$ cat src/rtl/pe_mac_seq_if.sv
`default_nettype none
// ============================================================================
// pe_mac_seq_if : start/length/bias control, buffer read and PE drive bundle
// Revision      : 1.0
// ============================================================================
interface pe_mac_seq_if #(
   parameter int LW  = 8,
   parameter int PSW = 16
);
   logic                  iStart;
   logic [LW-1:0]         iLen;
   logic signed [PSW-1:0] iBias;
   logic                  iClear;
   logic                  oRdEn;
   logic [LW-1:0]         oAddr;
   logic signed [7:0]     iWrd;
   logic signed [7:0]     iXrd;
   logic signed [7:0]     oW;
   logic signed [7:0]     oX;
   logic signed [PSW-1:0] oPsumIn;
   logic signed [PSW-1:0] iPeOut;
   logic                  oBusy;
   logic                  oDone;
   logic signed [PSW-1:0] oResult;

   modport master (
      output iStart, iLen, iBias, iClear, iWrd, iXrd, iPeOut,
      input  oRdEn, oAddr, oW, oX, oPsumIn, oBusy, oDone, oResult
   );

   modport slave (
      input  iStart, iLen, iBias, iClear, iWrd, iXrd, iPeOut,
      output oRdEn, oAddr, oW, oX, oPsumIn, oBusy, oDone, oResult
   );
endinterface
`default_nettype wire

$ cat src/rtl/pe_mac_seq.sv
`default_nettype none
// ============================================================================
// pe_mac_seq : time-multiplexes one 8x8 signed MAC PE over a dot product
// Revision   : 1.0
// ============================================================================
module pe_mac_seq #(
   parameter int LW  = 8,
   parameter int PSW = 16
) (
   input  wire logic   iCLK,
   input  wire logic   iRSTn,
   pe_mac_seq_if.slave bus
);
   typedef enum logic [1:0] {
      IDLE  = 2'd0,
      FEED  = 2'd1,
      DRAIN = 2'd2,
      CAPT  = 2'd3
   } state_t;

   localparam logic [LW-1:0] c_one = LW'(1);

   state_t                r_state;
   logic [LW-1:0]         r_len;
   logic [LW-1:0]         r_cnt;
   logic signed [PSW-1:0] r_bias;
   logic signed [PSW-1:0] r_result;
   logic                  r_rden;
   logic                  r_vld;
   logic                  r_first;
   logic                  r_busy;
   logic                  r_done;

   always_ff @(posedge iCLK or negedge iRSTn) begin
      if (!iRSTn) begin
         r_state  <= IDLE;
         r_len    <= '0;
         r_cnt    <= '0;
         r_bias   <= '0;
         r_result <= '0;
         r_rden   <= 1'b0;
         r_vld    <= 1'b0;
         r_first  <= 1'b0;
         r_busy   <= 1'b0;
         r_done   <= 1'b0;
      end else begin
         r_done <= 1'b0;
         r_vld  <= r_rden;
         if (r_vld)
            r_first <= 1'b0;
         if (bus.iClear) begin
            r_state <= IDLE;
            r_rden  <= 1'b0;
            r_vld   <= 1'b0;
            r_busy  <= 1'b0;
         end else begin
            case (r_state)
               IDLE: begin
                  if (bus.iStart) begin
                     if (bus.iLen != '0) begin
                        r_len   <= bus.iLen;
                        r_bias  <= bus.iBias;
                        r_cnt   <= '0;
                        r_rden  <= 1'b1;
                        r_first <= 1'b1;
                        r_busy  <= 1'b1;
                        r_state <= FEED;
                     end else begin
                        // empty dot product: the bias is the answer
                        r_result <= bus.iBias;
                        r_done   <= 1'b1;
                     end
                  end
               end
               FEED: begin
                  if (r_cnt == r_len - c_one) begin
                     r_rden  <= 1'b0;
                     r_state <= DRAIN;
                  end else begin
                     r_cnt <= r_cnt + c_one;
                  end
               end
               DRAIN: r_state <= CAPT;
               CAPT: begin
                  r_result <= bus.iPeOut;
                  r_done   <= 1'b1;
                  r_busy   <= 1'b0;
                  r_state  <= IDLE;
               end
               default: r_state <= IDLE;
            endcase
         end
      end
   end

   assign bus.oRdEn   = r_rden;
   assign bus.oAddr   = r_cnt;
   assign bus.oBusy   = r_busy;
   assign bus.oDone   = r_done;
   assign bus.oResult = r_result;

   // Zero operands outside valid cycles keep the PE's running sum unchanged.
   assign bus.oW      = r_vld ? bus.iWrd : '0;
   assign bus.oX      = r_vld ? bus.iXrd : '0;
   assign bus.oPsumIn = (r_vld && r_first) ? r_bias : bus.iPeOut;
endmodule
`default_nettype wire

$ cat src/flat_wrapper.sv
// flat-port wrapper written by rule: the top's interface ports become plain ports
module pe_mac_seq_flat 
#(
   parameter int LW  = 8,
   parameter int PSW = 16
)
  (iCLK, iRSTn, bus_iStart, bus_iLen, bus_iBias, bus_iClear, bus_iWrd, bus_iXrd, bus_iPeOut, bus_oRdEn, bus_oAddr, bus_oW, bus_oX, bus_oPsumIn, bus_oBusy, bus_oDone, bus_oResult);
  pe_mac_seq_if #(.LW(LW), .PSW(PSW)) bus_i ();
  input  wire logic iCLK;
  input  wire logic iRSTn;
  input wire logic [$bits(bus_i.iStart)-1:0] bus_iStart;
  input wire logic [$bits(bus_i.iLen)-1:0] bus_iLen;
  input wire logic [$bits(bus_i.iBias)-1:0] bus_iBias;
  input wire logic [$bits(bus_i.iClear)-1:0] bus_iClear;
  input wire logic [$bits(bus_i.iWrd)-1:0] bus_iWrd;
  input wire logic [$bits(bus_i.iXrd)-1:0] bus_iXrd;
  input wire logic [$bits(bus_i.iPeOut)-1:0] bus_iPeOut;
  output wire logic [$bits(bus_i.oRdEn)-1:0] bus_oRdEn;
  output wire logic [$bits(bus_i.oAddr)-1:0] bus_oAddr;
  output wire logic [$bits(bus_i.oW)-1:0] bus_oW;
  output wire logic [$bits(bus_i.oX)-1:0] bus_oX;
  output wire logic [$bits(bus_i.oPsumIn)-1:0] bus_oPsumIn;
  output wire logic [$bits(bus_i.oBusy)-1:0] bus_oBusy;
  output wire logic [$bits(bus_i.oDone)-1:0] bus_oDone;
  output wire logic [$bits(bus_i.oResult)-1:0] bus_oResult;
  assign bus_i.iStart = bus_iStart;
  assign bus_i.iLen = bus_iLen;
  assign bus_i.iBias = bus_iBias;
  assign bus_i.iClear = bus_iClear;
  assign bus_i.iWrd = bus_iWrd;
  assign bus_i.iXrd = bus_iXrd;
  assign bus_i.iPeOut = bus_iPeOut;
  assign bus_oRdEn = bus_i.oRdEn;
  assign bus_oAddr = bus_i.oAddr;
  assign bus_oW = bus_i.oW;
  assign bus_oX = bus_i.oX;
  assign bus_oPsumIn = bus_i.oPsumIn;
  assign bus_oBusy = bus_i.oBusy;
  assign bus_oDone = bus_i.oDone;
  assign bus_oResult = bus_i.oResult;
  pe_mac_seq #(.LW(LW), .PSW(PSW)) u_core (.iCLK(iCLK), .iRSTn(iRSTn), .bus(bus_i));
endmodule
$ cat config.mk
export PLATFORM = sky130hd
export DESIGN_NAME = pe_mac_seq_flat
export DESIGN_NICKNAME = d
export VERILOG_FILES = /design/src/rtl/pe_mac_seq_if.sv /design/src/rtl/pe_mac_seq.sv /design/src/flat_wrapper.sv
export SDC_FILE = /design/constraint.sdc
export NUM_CORES = 1
export LEC_CHECK = 0
export CAP_MARGIN = 20
export CORE_MARGIN = 2
export CORE_UTILIZATION = 46
export CTS_BUF_LIST = sky130_fd_sc_hd__clkbuf_4 sky130_fd_sc_hd__clkbuf_8
export CTS_CLUSTER_DIAMETER = 50
export CTS_CLUSTER_SIZE = 24
export DETAILED_ROUTE_END_ITERATION = 7
export PLACE_DENSITY = 0.86
export SETUP_SLACK_MARGIN = 0.1
export SYNTH_ARGS = -nofsm -noshare
export SYNTH_HDL_FRONTEND = slang
export SYNTH_SLANG_ARGS = --single-unit
$ cat constraint.sdc
create_clock -name iCLK -period 2.9 [get_ports iCLK]
set_clock_uncertainty 0.15 [all_clocks]
set_input_delay 0.725 -clock iCLK [delete_from_list [all_inputs] [get_ports iCLK]]
set_output_delay 0.725 -clock iCLK [all_outputs]
set_load 0.01 [all_outputs]
Word level (Yosys, flattened, before mapping):

Cells that the tools add are included.

* register bits after elaboration: 55
* input bits: 60
* output and inout port bits: 59
* word-level logic and storage cells: 69

* add/subtract/negate cells: 2
* eq/ne operators: 11
* multiplexer cells: 32
* bitwise operators: 1
* reduce and logical (&&, ||, !) cells: 13

Operators with widths (count)
* $mux W16: 3
* $mux W8: 5
* $pmux W16 S2: 1
* $pmux W8 S2: 1
* $mux W1: 14
* $reduce_and A4 Y1: 3
* $add A8 B1 Y8 const B: 1
* $eq A8 B8 Y1: 1
* $mux W2: 4
* $pmux W2 S4: 1
* $reduce_bool A8 Y1: 1
* $sub A8 B1 Y8 const B: 1
* $ne A2 B2 Y1 const B: 3
* $ne A3 B2 Y1 const B: 2
* $pmux W1 S2: 3
* $reduce_and A3 Y1: 2
* $reduce_bool A3 Y1: 2
* $reduce_and A5 Y1: 1
* $eq A2 B2 Y1 const B: 2
* $reduce_bool A2 Y1: 2
* $ne A3 B3 Y1 const B: 1
* $eq A2 B1 Y1 const B: 1
* $logic_not A2 Y1: 1
* $ne A2 B1 Y1 const B: 1
* other kinds (2): 2

Depth between registers and ports, before layout:

Gate-level depths: netlist of the first run.

* depth in word-level cells: 5
* mapped depth: 9
* gate-level depth less buffers: 8

Worst setup path before layout of the first run:

OpenSTA, ideal clock, no wires.

* kind: input to register
* from: in bus_iLen[5]
* to: reg u_core.r_bias[10]
* library setup time: 0.128 ns
* arrival: 2.276 ns
* data required time: 2.622 ns
* slack: 0.346 ns
* stages: 5
* path buffers: 2
* path through: or4_1 > o2111a_1 > clkbuf_1 > buf_2 > mux2_1

* word-level cells in the longest chain between the ends: 2

RTL lines
* start, declared: RTL line flat_wrapper.sv:12 `input wire logic [$bits(bus_i.iLen)-1:0] bus_iLen;`
* $reduce_bool A8 Y1: RTL line pe_mac_seq.sv:60 `if (bus.iLen != '0) begin`
* $reduce_and A4 Y1 (no source line)
* end signal, assigned: RTL line pe_mac_seq.sv:62 `r_bias <= bus.iBias;`
* end, declared: RTL line pe_mac_seq.sv:26 `logic signed [PSW-1:0] r_bias;`

Every way passes these cells.
A chain may end at the register's enable or synchronous reset.

Worst setup path in the final report of the first run:

* from: in bus_iPeOut[9]
* to: out bus_oPsumIn[9]

* word-level cells in the longest chain between the ends: 1

RTL lines
* start, declared: RTL line flat_wrapper.sv:17 `input wire logic [$bits(bus_i.iPeOut)-1:0] bus_iPeOut;`
* $mux W16: RTL line pe_mac_seq.sv:105 `assign bus.oPsumIn = (r_vld && r_first) ? r_bias : bus.iPeOut;`
* end, declared: RTL line flat_wrapper.sv:22 `output wire logic [$bits(bus_i.oPsumIn)-1:0] bus_oPsumIn;`

Every way passes these cells.

==> results of run 1 <==
-- critical path: cells and delay by family --
| kind | cells | cell delay (ns) |
|---|---|---|
| buffers and inverters | 2 | 0.92 |
| multiplexers | 1 | 0.27 |
-- registers in the layout, indices dropped and copies added (netlist names) --
| name | flops |
|---|---|
| u_core.bus.oAddr | 8 |
| u_core.r_state | 2 |
| u_core.bus.oResult | 16 |
| u_core.r_bias | 16 |
| u_core.bus.oRdEn | 1 |
| u_core.bus.oDone | 1 |
| u_core.bus.oBusy | 1 |
| u_core.r_vld | 1 |
| u_core.r_len | 8 |
| u_core.r_first | 1 |
-- power groups by stage --
stage	Combinational, uW	Clock (uW)	Sequential (uW)
after floorplan	961	0	1370
after global placement	1670	0	1370
after detailed placement	1720	0	1380
after CTS	1730	485	1370
after global routing	1890	520	1420
final	1720	481	1380
-- kinds of logic (layout without fill, tap and decap cells) --
logic type	after synthesis	in the layout	share of synthesized area
compound gates	50	50	0.104
xor+xnor	10	10	0.0368
fa+ha+maj	6	6	0.0243
buf+inv	26	152	0.0404
flops	55	55	0.445
mux	56	56	0.196
simple gates	86	86	0.153
-- final timing paths --
| check | start | to | slack [ns] | cells after the start |
|---|---|---|---|---|
| max | bus_iPeOut[9] | bus_oPsumIn[9] | 0.11 | 3 |
| min | u_core.r_bias[4] | u_core.r_bias[4] | 0.34 | 1 |
| max reg2reg | u_core.r_len[0] | u_core.r_state[0] | 0.31 | 8 |
| min reg2reg | u_core.r_bias[4] | u_core.r_bias[4] | 0.34 | 1 |
| max in group asynchronous | iRSTn | u_core.r_len[6] | 1.76 | 2 |
| min in group asynchronous | iRSTn | u_core.bus.oAddr[3] | 0.38 | 2 |
-- synth_stat cells (2+ instances only) --
library cell   n
xor2_1         3
nand4_1        4
nand2_1       12
mux2_1        12
xnor2_1        5
or4_1          2
clkbuf_1       7
buf_6          2
nor3_1         2
a31o_1         2
dfrtp_1       55
nand3_1        4
ha_1           6
a21oi_1       28
o21ai_0        6
nand3b_1       3
inv_1         12
mux2_2        26
buf_2          2
o22ai_1        3
nand2b_1       6
nor2_1        25
or3_1          3
mux2i_1       18
and2_1        17
-- routing by layer --
| metal | global-route usage | up-vias | wire length [um] |
|---|---|---|---|
| met3 | 0.0674 | 8 | 611 |
| li1 | - | 1262 | - |
| met1 | 0.261 | 1273 | 3170 |
| met2 | 0.390 | 96 | 3950 |
| met4 | 0.0390 | 0 | 67 |
| met5 | 0 | - | 0 |
-- layout make-up --
cell class	instances	share of cell area
clock buffers	6	0.0182
inverters	12	0.00993
repair buffers	132	0.288
clock inverters	2	0.00441
multi-input cells	208	0.355
well taps	77	0.0212
flip-flops and latches	55	0.303
-- metrics by stage --
step | util | std cells | setup TNS, ns | setup slack (ns)
after floorplan | - | 289 | 0 | 0.346
after global placement | 0.687 | 484 | -0.0359 | -0.0250
after detailed placement | 0.687 | 484 | -0.299 | -0.101
after CTS | 0.702 | 492 | 0 | 0.114
after global routing | 0.706 | 492 | 0 | 0.0858
final | 0.706 | 492 | 0 | 0.114
-- what timing repair did --
action                     in CTS  in global routing
setup endpoints to repair       1                 17
resized for setup               1                  6
hold endpoints to repair        0                  0
-- layout by cell type, fill, tap and decap left out, types with 2 or more instances in the layout --
master	n
nand3_1	4
clkbuf_8	6
o21ai_0	6
mux2_1	12
ha_1	6
a31o_1	2
nand2_1	12
buf_4	12
or4_1	2
xnor2_1	5
mux2i_1	18
or3_1	3
clkdlybuf4s50_1	112
a21oi_1	27
mux2_2	26
and2_1	17
xor2_1	3
nor3_1	2
nand4_1	4
o22ai_1	3
nor2_1	25
nand3b_1	3
dlymetal6s2s_1	4
inv_1	12
nand2b_1	6
dfrtp_1	55
==> metrics.md, run 1 <==
| Metric | Value |
|---|---|
| Post-detailed-route wirelength per cell | `15.8 um` |
| Actual slew at the worst max-slew pin | `0.704 ns` |
| Synthesized area per cell | `10.7 sq um` |
| CP Capture Type | `output port` |
| Comb pwr share | `0.480` |
| Die span in y | `86.0 um` |
| Yosys cell types | `49` |
| Number of synthesized flops with an enable pin | `0` |
| Starting density of the core | `0.482` |
| Status | `completed` |
| Minimum clock period | `2.79 ns` |
| Seq/Total Area, Yosys | `0.445` |
| Relative slew slack | `0.531` |
| Mapped Cells | `289` |
| Num Clock Sinks | `55` |
| Gpl congestion | `0.796` |
| H-tree depth | `2` |
| Biggest cell delay along the critical path | `0.48 ns` |
| Share of the synthesized area in the top cell type | `0.445` |
| Initial antenna violation count | `0` |
| Worst skew pair latency | `around 0.32 ns` |
| Pin count of the biggest net entering global routing | `56` |
| Final Hold Fails | `0` |
| Crit Path Max Fanout | `2` |
| FILL cells | `461` |
| CP dominant cell by count | `clkdlybuf4s50_1` |
| Setup crit start kind | `primary input` |
| Row Count | `29` |
| Via density | `5.36` |
| Die area | `about 7400 sq um` |
| Hold slack | `~0.34 ns` |
| Remaining DRCs | `0` |
| Port Buffer Count | `between 100 and 150` |
| Dpl cell area | `4410 sq um` |
| Longest Clk Path Bufs | `2` |
| Slowest stage cell, crit path | `clkdlybuf4s50_1` |
| Flop pwr share | `0.385` |
| Sequential cell area | `roughly 1400 sq um` |
| Worst EP arrival | `1.91 ns` |
| Sw frac | `0.366` |
| Max Fclk | `between 0.3 and 0.4 GHz` |
| Clock Power Share | `0.135` |
| Final setup vio count | `0` |
| Max_cap viols | `0` |
| Synth Cell Area | `around 3100 sq um` |
| Power Total | `3570 uW` |
| Design area | `roughly 4500 sq um` |
| PD cells | `788 nW/um^2` |
| HPWL Detailed | `5930 um` |
| Vias in the first global route | `2718` |
| Sw Pwr | `1310 uW` |
| Warnings from Yosys | `0` |
| 1st-pass router iterations | `4` |
| Synth area leader | `dfrtp_1` |
| Seq cells post-synth | `55` |
| Async S/R FF share, synth | `1.00` |
| Syn-to-layout area delta | `46.6%` |
| Multi-input logic area | `1610 sq um` |
| Syn_nets | `about 360` |
| Setup Buffers After CTS | `0` |
| Diode count | `0` |
| Synth top area cells | `dfrtp_1 (44%), mux2_2 (9.5%), mux2i_1 (5.8%), a21oi_1 (4.5%), mux2_1 (4.4%)` |
| DRT antenna net count | `0` |
| Layout cells sized above 1 | `0.142` |
| Die X-Extent | `roughly 86 um` |
| RSZ-0062 raised after global routing | `yes` |
| Max-slew violations | `0` |
| First-pass GRT wire length | `12900 um` |
| Number of CTS-inserted buffers | `5` |
| Critical Path RT | `a little over 2 ns` |
| GRT overflow | `0` |
| Pint | `~2300 uW` |
| Core box area | `roughly 6400 sq um` |
| I/O pins | `119` |
| Initial DRC count | `about 100` |
| Worst-path cell chain | `clkdlybuf4s50_1 -> mux2_2 -> clkdlybuf4s50_1` |
| DRT Wirelength | `7800 um` |
| Synth Flop Type | `dfrtp_1` |
| Fin crit share | `0.961` |
| Final nets | `480` |
| Root Buffer | `clkbuf_8` |
| GRT Total Usage | `0.218` |
| Worst Hold Class | `reg2reg` |
| CTS tree | `done` |
| Worst ir drop on vdd | `~0.00051 V` |
| CTS Hold Buffers Added | `0` |
| CP Class | `in2out` |
| Vias | `between 2000 and 3000` |
| Clock transition at path regs | `0.10 ns` |
| Leak | `0.00188 uW` |
No activity file was read; power rests on OpenSTA's default activity.
==> run 2: changes to the inputs <==
CORE_UTILIZATION = 43   (was 46)
PLACE_DENSITY = 0.82   (was 0.86)
==> metrics.md, run 2 (synthesis gave the netlist of run 1 again) <==
| Metric | Value |
|---|---|
| Starting density of the core | `0.451 (-0.0313)` |
| GRT overflow | `0 (unchanged)` |
| CTS tree | `done` |
| Remaining DRCs | `0 (unchanged)` |
| Final setup TNS | `0 ns (unchanged)` |
| CP bufs+invs | `2 (unchanged)` |
| H-tree depth | `2 (unchanged)` |
| RSZ-0062 raised after global routing | `no` |
| Commonest non-fill, non-tap cell in the layout | `clkdlybuf4s50_1` |
| Number of CTS-inserted buffers | `5 (unchanged)` |
| Crit path from | `bus_iPeOut[0]` |
| I/O pins | `119 (unchanged)` |
| Gpl congestion | `0.823 (+3.4%)` |
| DRT Wirelength | `7980 um (+2.3%)` |
| Fin crit share | `0.952 (-0.00834)` |
| Worst ir drop on vdd | `0.000469 V (-7.4%)` |
| CP dominant cell by count | `clkdlybuf4s50_1` |
| Worst EP arrival | `1.89 ns (-0.02 ns)` |
| Commonest cells after routing, fill and taps aside | `clkdlybuf4s50_1 (108), dfrtp_1 (55), a21oi_1 (27), mux2_2 (26), nor2_1 (25)` |
| Longest Clk Path Bufs | `2 (unchanged)` |
| Setup crit end | `bus_oPsumIn[0]` |
| Layout cells sized above 1 | `0.140 (-0.00207)` |
| HPWL Detailed | `5930 um (about the same)` |
| Num Clock Sinks | `55 (unchanged)` |
| Dpl cell area | `4440 sq um (+0.65%)` |
| Pin count of the biggest net entering global routing | `56 (unchanged)` |
| Post-detailed-route wirelength per cell | `15.6 um (-1.3%)` |
| 1st-pass router iterations | `4 (unchanged)` |
| Die span in y | `88.8 um (+3.3%)` |
| Worst-path cell chain | `clkdlybuf4s50_1 -> mux2_2 -> clkdlybuf4s50_1` |
| Critical Path RT | `2.03 ns (about the same)` |
| Design area | `4570 sq um (+0.63%)` |
| PD cells | `775 nW/um^2 (-1.5%)` |
| Relative slew slack | `0.520 (-0.0107)` |
| Vias | `2595 (-1.7%)` |
| Max-slew violations | `0 (unchanged)` |
| Worst Hold Class | `reg2reg` |
| Clock transition at path regs | `0.10 ns (about the same)` |
| Initial antenna violation count | `0 (unchanged)` |
| Minimum clock period | `2.76 ns (-0.0242 ns)` |
| CP Class | `in2out` |
| Register-to-register setup slack | `0.31 ns (about the same)` |
| Worst R2R End | `u_core.r_state[0]` |
| Leak | `0.00191 uW (+1.7%)` |
| Setup crit start kind | `primary input` |
| Vias in the first global route | `2662 (-2.1%)` |
| Die area | `7890 sq um (+6.7%)` |
| Crit Path Max Fanout | `2 (unchanged)` |
| Biggest cell delay along the critical path | `0.48 ns (about the same)` |
| Worst skew pair latency | `0.31 ns (about the same)` |
| Power Total | `3540 uW (-0.92%)` |
| Syn-to-layout area delta | `47.5%` |
| CP Capture Type | `output port` |
| Die X-Extent | `88.8 um (+3.3%)` |
| Core box area | `6870 sq um (+7.0%)` |
| Final setup vio count | `0 (unchanged)` |
| Via density | `5.09 (-5.1%)` |
| Final Hold Fails | `0 (unchanged)` |
| Slowest stage cell, crit path | `clkdlybuf4s50_1` |
| Initial DRC count | `121 (+20%)` |
| Port Buffer Count | `118 (unchanged)` |
| GRT Total Usage | `0.214 (-0.00383)` |
| Max Fclk | `0.362 GHz (+0.88%)` |
| Max_cap viols | `0 (unchanged)` |
| Crit path max-delay family | `buffers and inverters` |
| Reg2reg start | `u_core.r_len[0]` |
| Worst Reg-to-Reg Cells | `8 (unchanged)` |
| First-pass GRT wire length | `13000 um (+1.4%)` |
| Row Count | `30 (+3.4%)` |
| Diode count | `0 (unchanged)` |
| Actual slew at the worst max-slew pin | `0.720 ns (+0.0160 ns)` |
| DRT antenna net count | `0 (unchanged)` |
| Crit path depth | `3 (unchanged)` |
| Root Buffer | `clkbuf_8` |
| Final nets | `479 (-0.21%)` |
| Status | `completed` |
[run 2: cell types whose count changed in the layout (fill, tap and decap cells not counted), sizes merged]
cell,previous run,this run
clkdlybuf4s50,112,108
buf,15,14
clkinvlp,0,1
dlymetal6s2s,4,9
inv,13,12
dlygate4sd2,1,0
[run 2: worst min-delay path by stage]
stage	startpoint	to	slack, ns	cells past startpoint
after CTS	u_core.r_bias[11]	u_core.r_bias[11]	0.35	1
after detailed placement	u_core.r_bias[11]	u_core.r_bias[11]	0.33	1
final	u_core.r_bias[10]	u_core.r_bias[10]	0.34	1
after global routing	u_core.r_bias[8]	u_core.r_bias[8]	0.37	1
after global placement	u_core.r_bias[9]	u_core.r_bias[9]	0.31	1
after floorplan	iRSTn	u_core.bus.oAddr[0]	0.28	0
[run 2: cell type report]
type | count | area (sq um)
clock inverter | 2 | 12.5
sequential | 55 | 1380
clock buffer | 6 | 76.3
timing repair buffer | 131 | 1330
fill | 496 | 2300
multi-input combinational | 208 | 1610
tap | 96 | 120
inverter | 12 | 45.0
[run 2: per-layer routing]
| layer | routed length [um] | track usage |
|---|---|---|
| met2 | 3970 | 0.361 |
| met3 | 637 | 0.0746 |
| met4 | 107 | 0.0661 |
| met1 | 3260 | 0.258 |
| met5 | 0 | 0 |
[run 2: worst register-to-register path: stages, from the launching register on]
cell and delay, ns:
dfrtp_1 0.43, inv_1 0.09, ha_1 0.29, nand2_1 0.08, o31ai_1 0.24, o31ai_2 0.12
or4_4 0.63, a211o_1 0.33, o211a_1 0.12
[run 2: timing repair]
action	CTS	global route
setup buffers	0	0
endpoints found under the setup margin	0	12
hold buffers	0	0
gates resized for setup	0	11
[run 2: metrics by stage]
stage | hold slack (ns) | worst slack [ns] | instances | utilization
5_1_grt | 0.368 | 0.104 | 510 | 0.665
3_3_place_gp | 0.314 | -0.0156 | 502 | 0.646
2_1_floorplan | 0.279 | 0.346 | 289 | -
6_report | 0.345 | 0.138 | 510 | 0.665
3_5_place_dp | 0.326 | -0.100 | 502 | 0.646
4_1_cts | 0.350 | 0.103 | 510 | 0.659
[run 2: power by group]
group / total [uW] / internal, uW / switching, uW
sequential: 1380 / 1090 / 286
combinational: 1720 / 972 / 746
clock: 441 / 179 / 262
